**src/rtl/apple1_pkg.sv**
```systemverilog
// Shared register map and bit positions for the Apple-1 style PIA.
package apple1_pkg;

  localparam logic [15:0] PIA_BASE = 16'hD010;

  localparam logic [1:0] OFS_KBD   = 2'd0;
  localparam logic [1:0] OFS_KBDCR = 2'd1;
  localparam logic [1:0] OFS_DSP   = 2'd2;
  localparam logic [1:0] OFS_DSPCR = 2'd3;

  localparam int unsigned BIT_FLAG = 7;
  localparam int unsigned BIT_ERR  = 6;
  localparam int unsigned BIT_IE   = 0;

  localparam int unsigned CODE_W = 7;

  typedef enum logic {KBD_EMPTY, KBD_FULL} kbd_state_e;
  typedef enum logic {DSP_IDLE, DSP_BUSY} dsp_state_e;

endpackage

```
**src/rtl/apple1_pia_phi_edge.sv**
```systemverilog
// Samples the 6502 phi on the FPGA clock and flags its falling edge for one clk.
module phi_edge (
  input  logic clk,
  input  logic rst_n,
  input  logic phi,
  output logic commit_c
);

  logic phi_q;
  logic phi_d;

  always_comb begin
    phi_d = phi;
  end

  always_ff @(posedge clk or negedge rst_n) begin
    if (!rst_n) phi_q <= 1'b0;
    else        phi_q <= phi_d;
  end

  assign commit_c = phi_q & ~phi;

endmodule

```
**src/rtl/apple1_pia.sv**
```systemverilog
// Apple-1 style keyboard/display PIA on the 6502 bus: 4-register window,
// key latch with overrun, display valid/ready handshake and active-low irq.
module apple1_pia
  import apple1_pkg::*;
#(
  parameter logic [15:0] BASE = PIA_BASE
) (
  input  logic        clk,
  input  logic        res,
  input  logic        phi,
  input  logic [15:0] ab,
  input  logic        rw,
  input  logic [7:0]  dbo,
  output logic [7:0]  dbi,
  output logic        cs,
  output logic        irq,
  input  logic [6:0]  kbd_data,
  input  logic        kbd_strobe,
  output logic [6:0]  dsp_data,
  output logic        dsp_valid,
  input  logic        dsp_ready
);

  logic commit;
  logic [1:0] ofs;
  logic rd_commit, wr_commit;
  logic kbd_rd, kbdcr_rd, dspcr_rd, kbdcr_wr, dsp_wr, dspcr_wr;
  logic unused_dbo;

  kbd_state_e        kbd_state_q, kbd_state_d;
  dsp_state_e        dsp_state_q, dsp_state_d;
  logic [CODE_W-1:0] code_q, code_d;
  logic [CODE_W-1:0] dsp_data_q, dsp_data_d;
  logic              ovr_q, ovr_d;
  logic              drop_q, drop_d;
  logic              kbd_ie_q, kbd_ie_d;
  logic              dsp_ie_q, dsp_ie_d;
  logic              irq_q, irq_d;
  logic              flag, busy;

  phi_edge u_phi_edge (
    .clk      (clk),
    .rst_n    (res),
    .phi      (phi),
    .commit_c (commit)
  );

  assign cs         = (ab[15:2] == BASE[15:2]);
  assign ofs        = ab[1:0];
  assign rd_commit  = commit & cs & rw;
  assign wr_commit  = commit & cs & ~rw;
  assign kbd_rd     = rd_commit & (ofs == OFS_KBD);
  assign kbdcr_rd   = rd_commit & (ofs == OFS_KBDCR);
  assign dspcr_rd   = rd_commit & (ofs == OFS_DSPCR);
  assign kbdcr_wr   = wr_commit & (ofs == OFS_KBDCR);
  assign dsp_wr     = wr_commit & (ofs == OFS_DSP);
  assign dspcr_wr   = wr_commit & (ofs == OFS_DSPCR);
  assign unused_dbo = dbo[7];

  assign flag = (kbd_state_q == KBD_FULL);
  assign busy = (dsp_state_q == DSP_BUSY);

  // Read mux: only drives data while the CPU is reading inside the window.
  always_comb begin
    dbi = 8'h00;
    if (cs && rw) begin
      unique case (ofs)
        OFS_KBD:   dbi = {flag, code_q};
        OFS_KBDCR: begin
          dbi[BIT_FLAG] = flag;
          dbi[BIT_ERR]  = ovr_q;
          dbi[BIT_IE]   = kbd_ie_q;
        end
        OFS_DSP:   dbi = {busy, dsp_data_q};
        OFS_DSPCR: begin
          dbi[BIT_FLAG] = ~busy;
          dbi[BIT_ERR]  = drop_q;
          dbi[BIT_IE]   = dsp_ie_q;
        end
        default:   dbi = 8'h00;
      endcase
    end
  end

  // Next-state for both FSMs; a set in the same clk as a clear wins.
  always_comb begin
    kbd_state_d = kbd_state_q;
    dsp_state_d = dsp_state_q;
    code_d      = code_q;
    dsp_data_d  = dsp_data_q;
    ovr_d       = ovr_q;
    drop_d      = drop_q;
    kbd_ie_d    = kbd_ie_q;
    dsp_ie_d    = dsp_ie_q;

    if (kbdcr_rd) ovr_d  = 1'b0;
    if (dspcr_rd) drop_d = 1'b0;
    if (kbdcr_wr) kbd_ie_d = dbo[0];
    if (dspcr_wr) dsp_ie_d = dbo[0];

    unique case (kbd_state_q)
      KBD_EMPTY: begin
        if (kbd_strobe) begin
          code_d      = kbd_data;
          kbd_state_d = KBD_FULL;
        end
      end
      KBD_FULL: begin
        if (kbd_strobe) begin
          code_d = kbd_data;
          if (!kbd_rd) ovr_d = 1'b1;
        end else if (kbd_rd) begin
          kbd_state_d = KBD_EMPTY;
        end
      end
      default: kbd_state_d = KBD_EMPTY;
    endcase

    unique case (dsp_state_q)
      DSP_IDLE: begin
        if (dsp_wr) begin
          dsp_data_d  = dbo[6:0];
          dsp_state_d = DSP_BUSY;
        end
      end
      DSP_BUSY: begin
        if (dsp_ready) begin
          if (dsp_wr) dsp_data_d  = dbo[6:0];
          else        dsp_state_d = DSP_IDLE;
        end else if (dsp_wr) begin
          drop_d = 1'b1;
        end
      end
      default: dsp_state_d = DSP_IDLE;
    endcase

    irq_d = ~((kbd_ie_q & flag) | (dsp_ie_q & ~busy));
  end

  always_ff @(posedge clk or negedge res) begin
    if (!res) begin
      kbd_state_q <= KBD_EMPTY;
      dsp_state_q <= DSP_IDLE;
      code_q      <= '0;
      dsp_data_q  <= '0;
      ovr_q       <= 1'b0;
      drop_q      <= 1'b0;
      kbd_ie_q    <= 1'b0;
      dsp_ie_q    <= 1'b0;
      irq_q       <= 1'b1;
    end else begin
      kbd_state_q <= kbd_state_d;
      dsp_state_q <= dsp_state_d;
      code_q      <= code_d;
      dsp_data_q  <= dsp_data_d;
      ovr_q       <= ovr_d;
      drop_q      <= drop_d;
      kbd_ie_q    <= kbd_ie_d;
      dsp_ie_q    <= dsp_ie_d;
      irq_q       <= irq_d;
    end
  end

  assign irq       = irq_q;
  assign dsp_data  = dsp_data_q;
  assign dsp_valid = busy;

endmodule

```
**config.mk**
```make
export PLATFORM = sky130hd
export DESIGN_NAME = apple1_pia
export DESIGN_NICKNAME = d
export VERILOG_FILES = /design/src/rtl/apple1_pkg.sv /design/src/rtl/apple1_pia_phi_edge.sv /design/src/rtl/apple1_pia.sv
export SDC_FILE = /design/constraint.sdc
export NUM_CORES = 1
export LEC_CHECK = 0
export BUFFER_PORTS_ARGS = -buffer_cell sky130_fd_sc_hd__buf_2
export CORE_ASPECT_RATIO = 0.6
export CORE_MARGIN = 2
export CORE_UTILIZATION = 49
export CTS_CLUSTER_SIZE = 25
export DETAILED_ROUTE_END_ITERATION = 7
export PLACE_DENSITY = 0.84
export SLEW_MARGIN = 20
export SYNTH_ARGS = -nofsm -noshare
export SYNTH_HDL_FRONTEND = slang
export SYNTH_SLANG_ARGS = --single-unit
export TNS_END_PERCENT = 10
```
**constraint.sdc**
```tcl
create_clock -name clk -period 2.3 [get_ports clk]
set_input_delay 0.23 -clock clk [delete_from_list [all_inputs] [get_ports clk]]
set_output_delay 0.23 -clock clk [all_outputs]
set_load 0.02 [all_outputs]
```
==> impl_metrics.json <==
{
  "power_density_cells_nw_per_um2": 559,
  "place.detailed.instances": 167,
  "number_of_placement_rows": 13,
  "final_net_count": 180,
  "unique_masters_post_synth": 36,
  "drtPass1Iterations": 4,
  "synth_fp_nets": 125,
  "avgRoutedWirePerCell_um": 15.7,
  "worst_r2r_startpoint": "u_phi_edge.phi_q",
  "synth_top_family_by_area": "multiplexers",
  "vias_per_cell": 5.36,
  "rsz_0062_raised_after_global_routing": "false",
  "synth_compound_area_frac": 0.0428,
  "grt_first_pass_wirelength_mm": 4.51,
  "netlist_area_before_placement_um2": 1170,
  "final_number_of_max_transition_violations": 0,
  "initial_utilization": 0.528,
  "hpwlAfterDp_mm": 2.15,
  "slew_headroom": 0.658,
  "htreeDepth": 1,
  "pin_count_of_the_biggest_net_entering_global_routing": 23,
  "critical_path.startpoint_type": "flip-flop",
  "cts_hold_buf": 1,
  "drt_drc": 0,
  "max-vdd-ir-drop_mv": 0.422,
  "power.leakage_nw": 0.780,
  "area_delta_synth_final_pct": 30.6,
  "layout-drive-gt1-share": 0.563,
  "synth_commonest_cells": "sky130_fd_sc_hd__dfrtp_1, sky130_fd_sc_hd__mux2_2, sky130_fd_sc_hd__mux2_4, sky130_fd_sc_hd__nor2_1, sky130_fd_sc_hd__mux2i_1",
  "synth_async_sr_flop_share": 1.00,
  "path_class": "reg -> reg",
  "antenna_violating_nets_post_route": 0,
  "dieHeight_um": 41.8,
  "hold_end": "u_phi_edge.phi_q",
  "cp_data_arrival_time_ns": 1.90,
  "placement.cell_area_um2": 1450,
  "placement.io_buffers": 53,
  "min_period_ns": 1.75,
  "layout.cell_area.non_filler_um2": 1530,
  "synthesis.instances": 88,
  "antenna_found_initial": 0,
  "status": "complete, no violations",
  "seq_area_frac_synth": 0.472,
  "synth.mux.area_fraction": 0.258,
  "fp.dieArea_um2": 2800,
  "post_cts_resized": 0,
  "synth_area_leaders": "sky130_fd_sc_hd__dfrtp_1, sky130_fd_sc_hd__mux2_4, sky130_fd_sc_hd__mux2_2",
  "worstSkewPairLatency_ns": 0.26,
  "post_synth.cell_area_avg_um2": 13.3,
  "final_min_period_over_clock_period": 0.762,
  "hp-start": "phi",
  "cp.required_ns": 2.44,
  "drt_iter0_markers": 32,
  "whs_path_depth": 1,
  "fin_worst_hold_slack_ns": 0.107,
  "layout_setup_ws_ns": 0.547,
  "synth_edf_count": 0,
  "synthAdderAreaFrac": 0,
  "worst_r2r_path_depth": 4,
  "io-pin-count": 55,
  "clock_path_buffers": 2,
  "rr_endpoint": "dsp_data[6]",
  "cts_inserted_buffers": 3,
  "finalSetupViolations": 0,
  "crit_path_end_kind": "flip-flop",
  "timing_hold_violations_final": 0,
  "path_clk_slew_ns": 0.07,
  "coreArea_um2": 2210,
  "setup_slack_on_the_worst_flop_to_flop_path_ns": 0.55,
  "yosysTopAreaCell": "sky130_fd_sc_hd__dfrtp_1",
  "worstPathMaxFanout": 7,
  "postSynthRegisterBits": 22,
  "worst_slew_pin_slew_ns": 0.513,
  "synth-xor-area-share": 0.00749,
  "tritoncts": "yes",
  "die_w_um": 67.0,
  "maxCapViolations": 0,
  "preCtsSetupSlack_ns": 0.347,
  "totalWireLength_mm": 2.70,
  "cts.repair_timing.setup_buffer_count": 0,
  "max_clock_freq_ghz": 0.570,
  "cts.sink_count": 22,
  "totalNegativeSetupSlack_ns": 0,
  "yosysWarnings": 0,
  "globalRouteOverflowTotal": 0,
  "synth_top_area_share": 0.450,
  "filler_free_cell_count_of_the_finished_design": 172,
  "groute.usage.overall": 0.221,
  "synth_simple_gate_area_share": 0.187,
  "diodes": 0,
  "routabilityCongestion": 0.801,
  "detailroute.via_count": 922,
  "timing.hold.worst.class": "in -> reg",
  "clock-skew-final_ns": 0.0107,
  "ys_dominant_reg_cell": "sky130_fd_sc_hd__dfrtp_1",
  "yosysMostFrequentCell": "sky130_fd_sc_hd__dfrtp_1",
  "number_of_global_route_vias_before_repair": 909,
  "cts_root_buffer": "sky130_fd_sc_hd__clkbuf_8"
}
critical path, cell delays in order (launching register included):
cell	delay (ns)
sky130_fd_sc_hd__dfrtp_1	0.35
sky130_fd_sc_hd__nand3b_1	0.14
sky130_fd_sc_hd__nor3_1	0.26
sky130_fd_sc_hd__and3b_1	0.54
sky130_fd_sc_hd__mux2_4	0.34
routing by layer:
layer | vias up | wire length, µm | global-route usage
li1 | 430 | - | -
met1 | 453 | 1110 | 0.296
met2 | 35 | 1360 | 0.345
met3 | 4 | 206 | 0.0786
met4 | 0 | 22 | 0.0490
met5 | - | 0 | 0
worst max path at each step:
stage	to	cells past startpoint	start
6_report	dsp_data[6]	4	u_phi_edge.phi_q
5_1_grt	dsp_data[6]	4	u_phi_edge.phi_q
4_1_cts	dsp_data[6]	4	u_phi_edge.phi_q
3_5_place_dp	dsp_data[6]	5	ab[1]
3_3_place_gp	dsp_data[4]	5	ab[3]
2_1_floorplan	dbi[7]	3	ab[6]
kinds of logic (layout without fill, tap and decap cells):
family,after synthesis,in the layout
AND/OR/NAND/NOR,28,28
multiplexers,23,23
flip-flops,22,22
AO/OA/AOI/OAI,7,7
buffers and inverters,7,61
XOR/XNOR,1,1
layout by cell type (no fill, tap or decap), types with 2 or more instances in the layout:
master and instances:
sky130_fd_sc_hd__clkbuf_8 3, sky130_fd_sc_hd__buf_2 53, sky130_fd_sc_hd__mux2i_1 5, sky130_fd_sc_hd__nor2_1 7, sky130_fd_sc_hd__mux2_2 7, sky130_fd_sc_hd__mux2_1 2
sky130_fd_sc_hd__mux4_2 2, sky130_fd_sc_hd__dfrtp_1 21, sky130_fd_sc_hd__inv_1 3, sky130_fd_sc_hd__nor3_1 2, sky130_fd_sc_hd__nand2b_1 2, sky130_fd_sc_hd__nor2b_1 2
sky130_fd_sc_hd__mux2_4 7, sky130_fd_sc_hd__nor4_1 3
report_power, final:
part / total, mW / internal (mW) / switching [mW]
combinational: 0.0888 / 0.0479 / 0.0409
clock: 0.358 / 0.232 / 0.125
sequential: 0.407 / 0.400 / 0.00687
flip-flops by register name, summed over array words and instances, names as in the netlist:
signal            flops
irq                   1
dsp_ie_q              1
drop_q                1
code_q                7
flag                  1
kbd_ie_q              1
u_phi_edge.phi_q      1
dsp_valid             1
ovr_q                 1
dsp_data              7
per-stage QoR:
step,util,power [mW]
floorplan,-,0.453
CTS,0.690,0.859
finish,0.690,0.853
global placement,0.653,0.497
global route,0.690,0.892
detailed placement,0.653,0.502
area by class of cell:
cell class,instances,area [µm²]
tap,30,37.5
fill,170,686
sequential,22,552
inverter,3,11.3
clock inverter,1,30.0
timing repair buffer,54,275
clock buffer,3,41.3
multi-input combinational,59,579
Power figures use the tool's default switching activity.
